### src/rtl/wishbone_arbiter.sv
// Round-robin Wishbone arbiter: NUM_MASTERS masters share one slave port with
// ownership held for a whole cyc, plus a stall watchdog that aborts hung slaves.
module wishbone_arbiter #(
    parameter int NUM_MASTERS    = 2,
    parameter int ADDR_WIDTH     = 32,
    parameter int DATA_WIDTH     = 32,
    parameter int TIMEOUT_CYCLES = 1024
) (
    input  logic                                  clk,
    input  logic                                  rst_n,
    input  logic [NUM_MASTERS-1:0]                m_cyc,
    input  logic [NUM_MASTERS-1:0]                m_stb,
    input  logic [NUM_MASTERS-1:0]                m_we,
    input  logic [NUM_MASTERS*ADDR_WIDTH-1:0]     m_adr,
    input  logic [NUM_MASTERS*(DATA_WIDTH/8)-1:0] m_sel,
    input  logic [NUM_MASTERS*DATA_WIDTH-1:0]     m_dat_w,
    output logic [DATA_WIDTH-1:0]                 m_dat_r,
    output logic [NUM_MASTERS-1:0]                m_ack,
    output logic [NUM_MASTERS-1:0]                m_err,
    output logic                                  s_cyc,
    output logic                                  s_stb,
    output logic                                  s_we,
    output logic [ADDR_WIDTH-1:0]                 s_adr,
    output logic [DATA_WIDTH/8-1:0]               s_sel,
    output logic [DATA_WIDTH-1:0]                 s_dat_w,
    input  logic [DATA_WIDTH-1:0]                 s_dat_r,
    input  logic                                  s_ack,
    input  logic                                  s_err,
    output logic [NUM_MASTERS-1:0]                grant,
    output logic                                  timeout_pulse
);

    localparam int SW = DATA_WIDTH / 8;
    localparam int PW = $clog2(NUM_MASTERS);
    localparam int CW = (TIMEOUT_CYCLES > 0) ? $clog2(TIMEOUT_CYCLES + 1) : 1;

    typedef enum logic [1:0] {IDLE, OWNED, ABORT} state_t;

    state_t                 state_q, state_d;
    logic [NUM_MASTERS-1:0] grant_q, grant_d;
    logic [PW-1:0]          ptr_q, ptr_d;
    logic [PW-1:0]          owner_q, owner_d;
    logic [CW-1:0]          wd_q, wd_d;
    logic                   tmo_q, tmo_d;

    logic owned, owner_cyc, owner_stb, wd_hit;
    logic [PW-1:0] next_ptr;

    assign owned     = (state_q == OWNED);
    assign owner_cyc = m_cyc[owner_q];
    assign owner_stb = m_stb[owner_q] & owner_cyc;
    assign wd_hit    = (TIMEOUT_CYCLES != 0) && (wd_q == CW'(TIMEOUT_CYCLES - 1));
    assign next_ptr  = (owner_q == PW'(NUM_MASTERS - 1)) ? '0 : owner_q + 1'b1;

    // Slave side sees the owner only in OWNED; IDLE and ABORT present a quiet bus.
    always_comb begin
        s_cyc         = owned & owner_cyc;
        s_stb         = owned & owner_stb;
        s_we          = owned & m_we[owner_q];
        s_adr         = owned ? m_adr[owner_q*ADDR_WIDTH +: ADDR_WIDTH] : '0;
        s_sel         = owned ? m_sel[owner_q*SW +: SW] : '0;
        s_dat_w       = owned ? m_dat_w[owner_q*DATA_WIDTH +: DATA_WIDTH] : '0;
        m_dat_r       = s_dat_r;
        m_ack         = (owned & s_ack) ? grant_q : '0;
        m_err         = ((owned & s_err) | tmo_q) ? grant_q : '0;
        grant         = grant_q;
        timeout_pulse = tmo_q;
    end

    always_comb begin
        int  win;
        logic found;
        // NOTE: every next-state signal gets a default first so no path leaves
        // a variable unassigned, which would infer a latch.
        state_d = state_q;
        grant_d = grant_q;
        ptr_d   = ptr_q;
        owner_d = owner_q;
        wd_d    = wd_q;
        tmo_d   = 1'b0;
        win     = 0;
        found   = 1'b0;

        unique case (state_q)
            IDLE: begin
                for (int i = 0; i < NUM_MASTERS; i++) begin
                    if (!found && m_cyc[(int'(ptr_q) + i) % NUM_MASTERS]) begin
                        found = 1'b1;
                        win   = (int'(ptr_q) + i) % NUM_MASTERS;
                    end
                end
                if (found) begin
                    state_d      = OWNED;
                    grant_d      = '0;
                    grant_d[win] = 1'b1;
                    owner_d      = PW'(win);
                    wd_d         = '0;
                end
            end
            OWNED: begin
                // Release outranks both ack and the watchdog threshold.
                if (!owner_cyc) begin
                    state_d = IDLE;
                    grant_d = '0;
                    ptr_d   = next_ptr;
                    wd_d    = '0;
                end else if (s_ack || s_err || !owner_stb) begin
                    wd_d = '0;
                end else if (wd_hit) begin
                    state_d = ABORT;
                    tmo_d   = 1'b1;
                    wd_d    = '0;
                end else if (wd_q != '1) begin
                    wd_d = wd_q + 1'b1;
                end
            end
            ABORT: begin
                if (!owner_cyc) begin
                    state_d = IDLE;
                    grant_d = '0;
                    ptr_d   = next_ptr;
                end
            end
            default: state_d = IDLE;
        endcase
    end

    // NOTE: sequential state uses non-blocking assignments so every flop samples
    // pre-edge values regardless of statement order.
    always_ff @(posedge clk or negedge rst_n) begin
        if (!rst_n) begin
            state_q <= IDLE;
            grant_q <= '0;
            ptr_q   <= '0;
            owner_q <= '0;
            wd_q    <= '0;
            tmo_q   <= 1'b0;
        end else begin
            state_q <= state_d;
            grant_q <= grant_d;
            ptr_q   <= ptr_d;
            owner_q <= owner_d;
            wd_q    <= wd_d;
            tmo_q   <= tmo_d;
        end
    end

endmodule

### config.mk
export PLATFORM = sky130hd
export DESIGN_NAME = wishbone_arbiter
export DESIGN_NICKNAME = d
export VERILOG_FILES = /design/src/rtl/wishbone_arbiter.sv
export SDC_FILE = /design/constraint.sdc
export NUM_CORES = 1
export LEC_CHECK = 0
export CAP_MARGIN = 20
export CORE_AREA = 5 5 110 112
export CTS_BUF_LIST = sky130_fd_sc_hd__clkbuf_4
export DETAILED_ROUTE_END_ITERATION = 6
export DIE_AREA = 0 0 115 117
export DONT_BUFFER_PORTS = 1
export PLACE_DENSITY = 0.36
export SLEW_MARGIN = 20
export SYNTH_ARGS = -nofsm -noshare
export SYNTH_HDL_FRONTEND = slang
export SYNTH_SLANG_ARGS = --single-unit
### constraint.sdc
create_clock -name clk -period 3.4 [get_ports clk]
set_input_delay 1.02 -clock clk [delete_from_list [all_inputs] [get_ports clk]]
set_output_delay 1.02 -clock clk [all_outputs]
set_load 0.02 [all_outputs]
==> results of run 1 <==
==> per-stage QoR <==
stage	instance area (sq um)	hold slack, ns	worst slack (ns)	utilization (%)	total power [uW]
floorplan	2490	0.484	0.837	-	1840
global route	2440	0.349	0.103	22.0	2310
CTS	2440	0.369	0.240	22.0	2200
detailed placement	2420	0.519	0.598	21.7	2070
global placement	2420	0.518	0.639	21.7	2060
finish	2440	0.377	0.327	22.0	2160
==> cell usage in the layout (no fill, tap or decap), types with 4 or more instances in the layout <==
| cell type | n |
|---|---|
| nand3_1 | 5 |
| dfrtp_1 | 17 |
| o21ai_0 | 7 |
| nand4_1 | 4 |
| a21oi_1 | 14 |
| nand2_1 | 12 |
| inv_1 | 9 |
| nor2b_1 | 69 |
| mux2i_1 | 70 |
| nor2_1 | 9 |
==> worst max-delay path: stages (launching register included) <==
cell and delay, ns:
dfrtp_4 0.84, buf_12 0.34, mux2i_1 0.15, nor2b_1 0.37
==> kinds of logic after synthesis <==
group / after synthesis / synth area share [%]
AND/OR/NAND/NOR: 119 / 28.2
multiplexers: 73 / 29.6
buffers and inverters: 59 / 14.3
AO/OA/AOI/OAI: 32 / 7.82
flip-flops: 18 / 18.1
adder cells (fa/ha/maj): 4 / 2.01
==> registers in the layout, summed over array words and instances, names as in the netlist <==
| register | flops |
|---|---|
| wd_q | 11 |
| grant | 2 |
| owner_q | 1 |
| state_q | 2 |
| ptr_q | 1 |
| timeout_pulse | 1 |
==> routing by layer <==
| layer | track usage [%] | up-vias | share of wire (%) | wire length, um |
|---|---|---|---|---|
| met2 | 15.6 | 156 | 46 | 3910 |
| met4 | 1.41 | 0 | 0.39 | 33 |
| met5 | 0 | - | 0 | 0 |
| met1 | 13.3 | 886 | 40 | 3410 |
| li1 | - | 938 | - | - |
| met3 | 4.99 | 5 | 13 | 1120 |
==> power breakdown <==
| part | internal, uW | leakage, uW | switching [uW] |
|---|---|---|---|
| Clock | 42.9 | 0.0000154 | 77.1 |
| Combinational | 585 | 0.000825 | 1070 |
| Sequential | 246 | 0.000241 | 136 |
| Total | 874 | 0.00108 | 1290 |
==> cell type report <==
cell class | instances | area share (%)
tap | 143 | 7.32
sequential | 18 | 18.6
timing repair buffer | 5 | 2.56
clock inverter | 1 | 0.154
multi-input combinational | 228 | 69.1
inverter | 9 | 1.38
clock buffer | 3 | 0.921
==> how the worst max path moves through the flow <==
stage | to | cells past startpoint
2_1_floorplan | s_stb | 2
3_3_place_gp | s_sel[2] | 4
3_5_place_dp | s_sel[2] | 4
4_1_cts | s_sel[2] | 4
5_1_grt | s_sel[2] | 4
6_report | s_adr[26] | 3
==> impl_metrics.toml, run 1 <==
[placement]
hpwl_mm = 7.11
io_buffers = 0
routabilityCongestion = 0.769
dp.cells = 403

[clock_network]
cts_resized = 0
clk_pin_slew_ns = 0.13
cts_max_level = 1
cts_setup_buffers = 0
clockBufferDepth = 2
clock_latency_ns = 0.31
numCtsBuffers = 3
hold_buffers = 0
cts.sinks = 18
cts_root_buf = "clkbuf_4"
cts_tree = "done"

[setup_path]
endpoint_kind = "primary output"
reg2reg_to = "wd_q[9]$_DFFE_PN0P_"
crit_start = "owner_q$_DFFE_PN0P_"
path_class = "register to primary output"
reg2reg_depth = 5
reg2reg_from = "owner_q$_DFFE_PN0P_"
critPathRequiredTime_ns = 2.38
cp_max_fo = 41
r2r_slack_ns = 1.09
start_kind = "register"
worst_ep_arrival_time_ns = 2.05

[power_and_ir_drop]
power_per_cell_area_nw_per_um2 = 883
leakagePower_uw = 0.00108
irDropWorstVdd_v = 0.000366

[final_layout]
fill_cells = 1248
seq_area_sq_um = 454
layout-area-overhead-vs-synth_pct = -2.01
nets = 447
instances_no_fill = 407
diodes = 0
layout-drive-gt1-share_pct = 6.82
multi_input_area_sq_um = 1690

[sta]
finalCriticalPeriod_ns = 3.07
tightestPinTransition_ns = 0.590
finalCritPeriodShare_pct = 90.4
fin_skew_ns = 0.0183
fmax_ghz = 0.325
maxSlewHeadroom_pct = 60.7
hold_viol_final = 0
setup-tns-final_ns = 0
setup_viol = 0
slew_viol_final = 0
rsz0062_at_grt = "no"

[routing]
dr.pass1.iters = 4
drtIter0Drc = 90
vias = 1985
wl_per_cell_um = 20.8
detail_route.wirelength_mm = 8.48
drc_errors = 0
ant_nets = 0
vias_per_cell = 4.88

[synth]
synthMostInstantiatedCell = "mux2i_1"
syn_inst = 305
ys_ff_latch = 18
async_reset_ff_share_pct = 100
synth_enable_flop_cells = 0
synth_area_leaders = "mux2i_1, dfrtp_1, nor2b_1"
netlist_area_sq_um = 2490
yosys-top-cells-count = "mux2i_1, nor2b_1, buf_4"
syn_nets = 487
synth-seq-area-share_pct = 18.1
yosysWarnings = 0
synth_ff_type = "dfrtp_1"
ys_types = 36
yosysTopAreaCellShare_pct = 28.1
syn-mean-instance-area_sq_um = 8.18
yosys.area.top_type = "mux2i_1"

[floorplan]
die_area_sq_um = 13500
initial_core_util_pct = 22.4
rows = 39
io-pin-count = 288
core_area_sq_um = 11100
die_height_um = 117
die_x_um = 115

[global_route]
antenna_found_initial = 0
track_usage_pct = 10.2
overflow = 0
grt_max_degree = 46
grt_pass1_wl_mm = 10.6
grt_pass1_vias = 1826

[flow_run]
drv_cap = 0

[outcome]
run_status = "complete, no violations"

[min_path]
hold_path.class = "input port to asynchronous set/reset pin"
(Power assumes the default switching activity.)
==> inputs of run 2 (changes only) <==
--- a/config.mk
+++ b/config.mk
@@ -5,11 +5,12 @@
 export SDC_FILE = /design/constraint.sdc
 export NUM_CORES = 1
 export LEC_CHECK = 0
+export ABC_AREA = 1
 export CAP_MARGIN = 20
-export CORE_AREA = 5 5 110 112
+export CORE_AREA = 5 5 108 110
 export CTS_BUF_LIST = sky130_fd_sc_hd__clkbuf_4
 export DETAILED_ROUTE_END_ITERATION = 6
-export DIE_AREA = 0 0 115 117
+export DIE_AREA = 0 0 113 115
 export DONT_BUFFER_PORTS = 1
 export PLACE_DENSITY = 0.36
 export SLEW_MARGIN = 20
==> run 2 against run 1 <==
Worst setup slack better by 0.032 ns. Final cell count up 30%. Fmax up 1.0%. Hold slack better by 0.0082 ns. Largest cell class unchanged. Flip-flop and latch count unchanged.
==> impl_metrics.toml, run 2 <==
[clock_network]
numCtsBuffers = 3
cts.sinks = 18
clk_pin_slew_ns = 0.12
cts_resized = 0
cts_root_buf = "clkbuf_4"
cts_max_level = 1
cts_setup_buffers = 0
clockBufferDepth = 2
clock_latency_ns = 0.31
cts_tree = "done"
hold_buffers = 0

[final_layout]
top_register = "wd_q"
mostFrequentLayoutCells = "nor2_1, o21ai_0, nand2_1, inv_1, dfrtp_1"
layout-drive-gt1-share_pct = 9.77
largest_register_ffs = 11
design_area_sq_um = 2380
layout-area-overhead-vs-synth_pct = -0.626
fill_cells = 1220
final_common_cell = "nor2_1"
nets = 572
diodes = 0

[floorplan]
initial_core_util_pct = 22.6
die_area_sq_um = 13000
core_area_sq_um = 10600
rows = 38
die_height_um = 115
io-pin-count = 288
die_x_um = 113

[synth]
yosys.area.top_type = "nor2_1"
synth_enable_flop_cells = 0
ys_ff_latch = 18
netlist_area_sq_um = 2400
yosysTopAreaCellShare_pct = 24.6
syn-mean-instance-area_sq_um = 5.63
async_reset_ff_share_pct = 100
syn_nets = 608
syn_inst = 426
yosysWarnings = 0
synth_ff_type = "dfrtp_1"
synth_area_leaders = "nor2_1, dfrtp_1, o21ai_0"
synth-seq-area-share_pct = 18.8
yosys-top-cells-count = "nor2_1, o21ai_0, nand2_1"
synthMostInstantiatedCell = "nor2_1"
ys_types = 30

[global_route]
grt_pass1_wl_mm = 14.1
track_usage_pct = 13.9
grt_max_degree = 74
grt_pass1_vias = 2310
overflow = 0
antenna_found_initial = 0

[setup_path]
reg2reg_depth = 9
reg2reg_from = "state_q[1]$_DFFE_PN0P_"
r2r_slack_ns = 1.38
path_class = "register to primary output"
worst_ep_arrival_time_ns = 2.02
crit_start = "state_q[1]$_DFFE_PN0P_"
reg2reg_to = "wd_q[0]$_DFFE_PN0P_"
start_kind = "register"
cp_max_fo = 50
critPathRequiredTime_ns = 2.38
endpoint = "s_dat_w[29]"
endpoint_kind = "primary output"

[sta]
rsz0062_at_grt = "no"
setup-tns-final_ns = 0
hold_viol_final = 0
layout_setup_ws_ns = 0.359
slew_viol_final = 0
whs_ns = 0.386
finalCritPeriodShare_pct = 89.5
maxSlewHeadroom_pct = 56.5
fmax_ghz = 0.329
fin_skew_ns = 0.00468
setup_viol = 0
finalCriticalPeriod_ns = 3.04
tightestPinTransition_ns = 0.648

[routing]
drc_errors = 0
ant_nets = 0
wl_per_cell_um = 19.1
vias_per_cell = 4.81
drtIter0Drc = 138
dr.pass1.iters = 4
vias = 2545
detail_route.wirelength_mm = 10.1

[power_and_ir_drop]
p_int_uw = 689
power_frac_seq_pct = 12.8
power_per_cell_area_nw_per_um2 = 929
leakagePower_uw = 0.00108
pwr-share-clk_pct = 5.4
switching_power_uw = 1530
power_frac_comb_pct = 81.7
irDropWorstVdd_v = 0.000373
swShare_pct = 68.9

[placement]
hpwl_mm = 8.50
io_buffers = 0
placedInstanceArea_sq_um = 2360
dp_worst_setup_slack_ns = 0.686
routabilityCongestion = 0.828

[min_path]
hold_path.class = "input port to asynchronous set/reset pin"

[outcome]
run_status = "complete, no violations"

[flow_run]
drv_cap = 0
run 2: cell types whose count changed in the layout (fill, tap and decap cells not counted), moves of 3 or more:
cell,change
a21oi_1,-9
and3_1,-3
buf_4,+10
inv_1,+20
mux2i_1,-70
nand2_1,+28
nand2_2,+3
nand3_1,+4
nor2_1,+148
nor2b_1,-69
o21ai_0,+67
o21ai_1,+4
run 2: how the worst min path moves through the flow:
| stage | end | from |
|---|---|---|
| floorplan | ptr_q$_DFFE_PN0P_ | ptr_q$_DFFE_PN0P_ |
| global placement | ptr_q$_DFFE_PN0P_ | ptr_q$_DFFE_PN0P_ |
| detailed placement | ptr_q$_DFFE_PN0P_ | ptr_q$_DFFE_PN0P_ |
| CTS | wd_q[8]$_DFFE_PN0P_ | rst_n |
| global route | wd_q[8]$_DFFE_PN0P_ | rst_n |
| finish | wd_q[8]$_DFFE_PN0P_ | rst_n |
run 2: cell type report:
class	instances	area, sq um	area share (%)
Multi-Input combinational cell	322	1490	62.7
Sequential cell	18	452	19.0
Tap cell	140	175	7.35
Inverter	31	119	4.99
Timing Repair Buffer	14	118	4.93
Clock buffer	3	22.5	0.945
Clock inverter	1	3.75	0.157
run 2: power groups by stage:
stage	Combinational [uW]	Sequential [uW]	Clock, uW
2_1_floorplan	1490	282	0
3_3_place_gp	1830	289	0
3_5_place_dp	1840	290	0
4_1_cts	1850	285	127
5_1_grt	2000	288	141
6_report	1810	284	121
run 2: worst max-delay path: stages (launching register included):
cell,delay (ns)
dfrtp_1,0.42
inv_1,0.09
ha_2,0.17
buf_4,0.35
o21ai_0,0.26
nor2_1,0.39
run 2: cells by family after synthesis:
| family | after synthesis | synth area share [%] |
|---|---|---|
| AND/OR/NAND/NOR | 229 | 40.5 |
| AO/OA/AOI/OAI | 89 | 19.6 |
| buffers and inverters | 86 | 19.0 |
| flip-flops | 18 | 18.8 |
| adder cells (fa/ha/maj) | 4 | 2.09 |
run 2: routing by layer:
layer  global-route usage [%]  part of all wire, %  wire, um  vias up
li1                         -                    -         -     1242
met1                     17.9                   40      4000     1166
met2                     21.7                   46      4660      131
met3                     6.11                   13      1360        6
met4                     2.56                 0.70        71        0
met5                        0                    0         0        -
run 2: through the flow:
| stage | total power, uW | utilization [%] | instances |
|---|---|---|---|
| final | 2220 | 22.5 | 529 |
| after floorplan | 1770 | - | 426 |
| after CTS | 2260 | 22.5 | 529 |
| after global routing | 2430 | 22.5 | 529 |
| after global placement | 2120 | 22.2 | 525 |
| after detailed placement | 2130 | 22.2 | 525 |
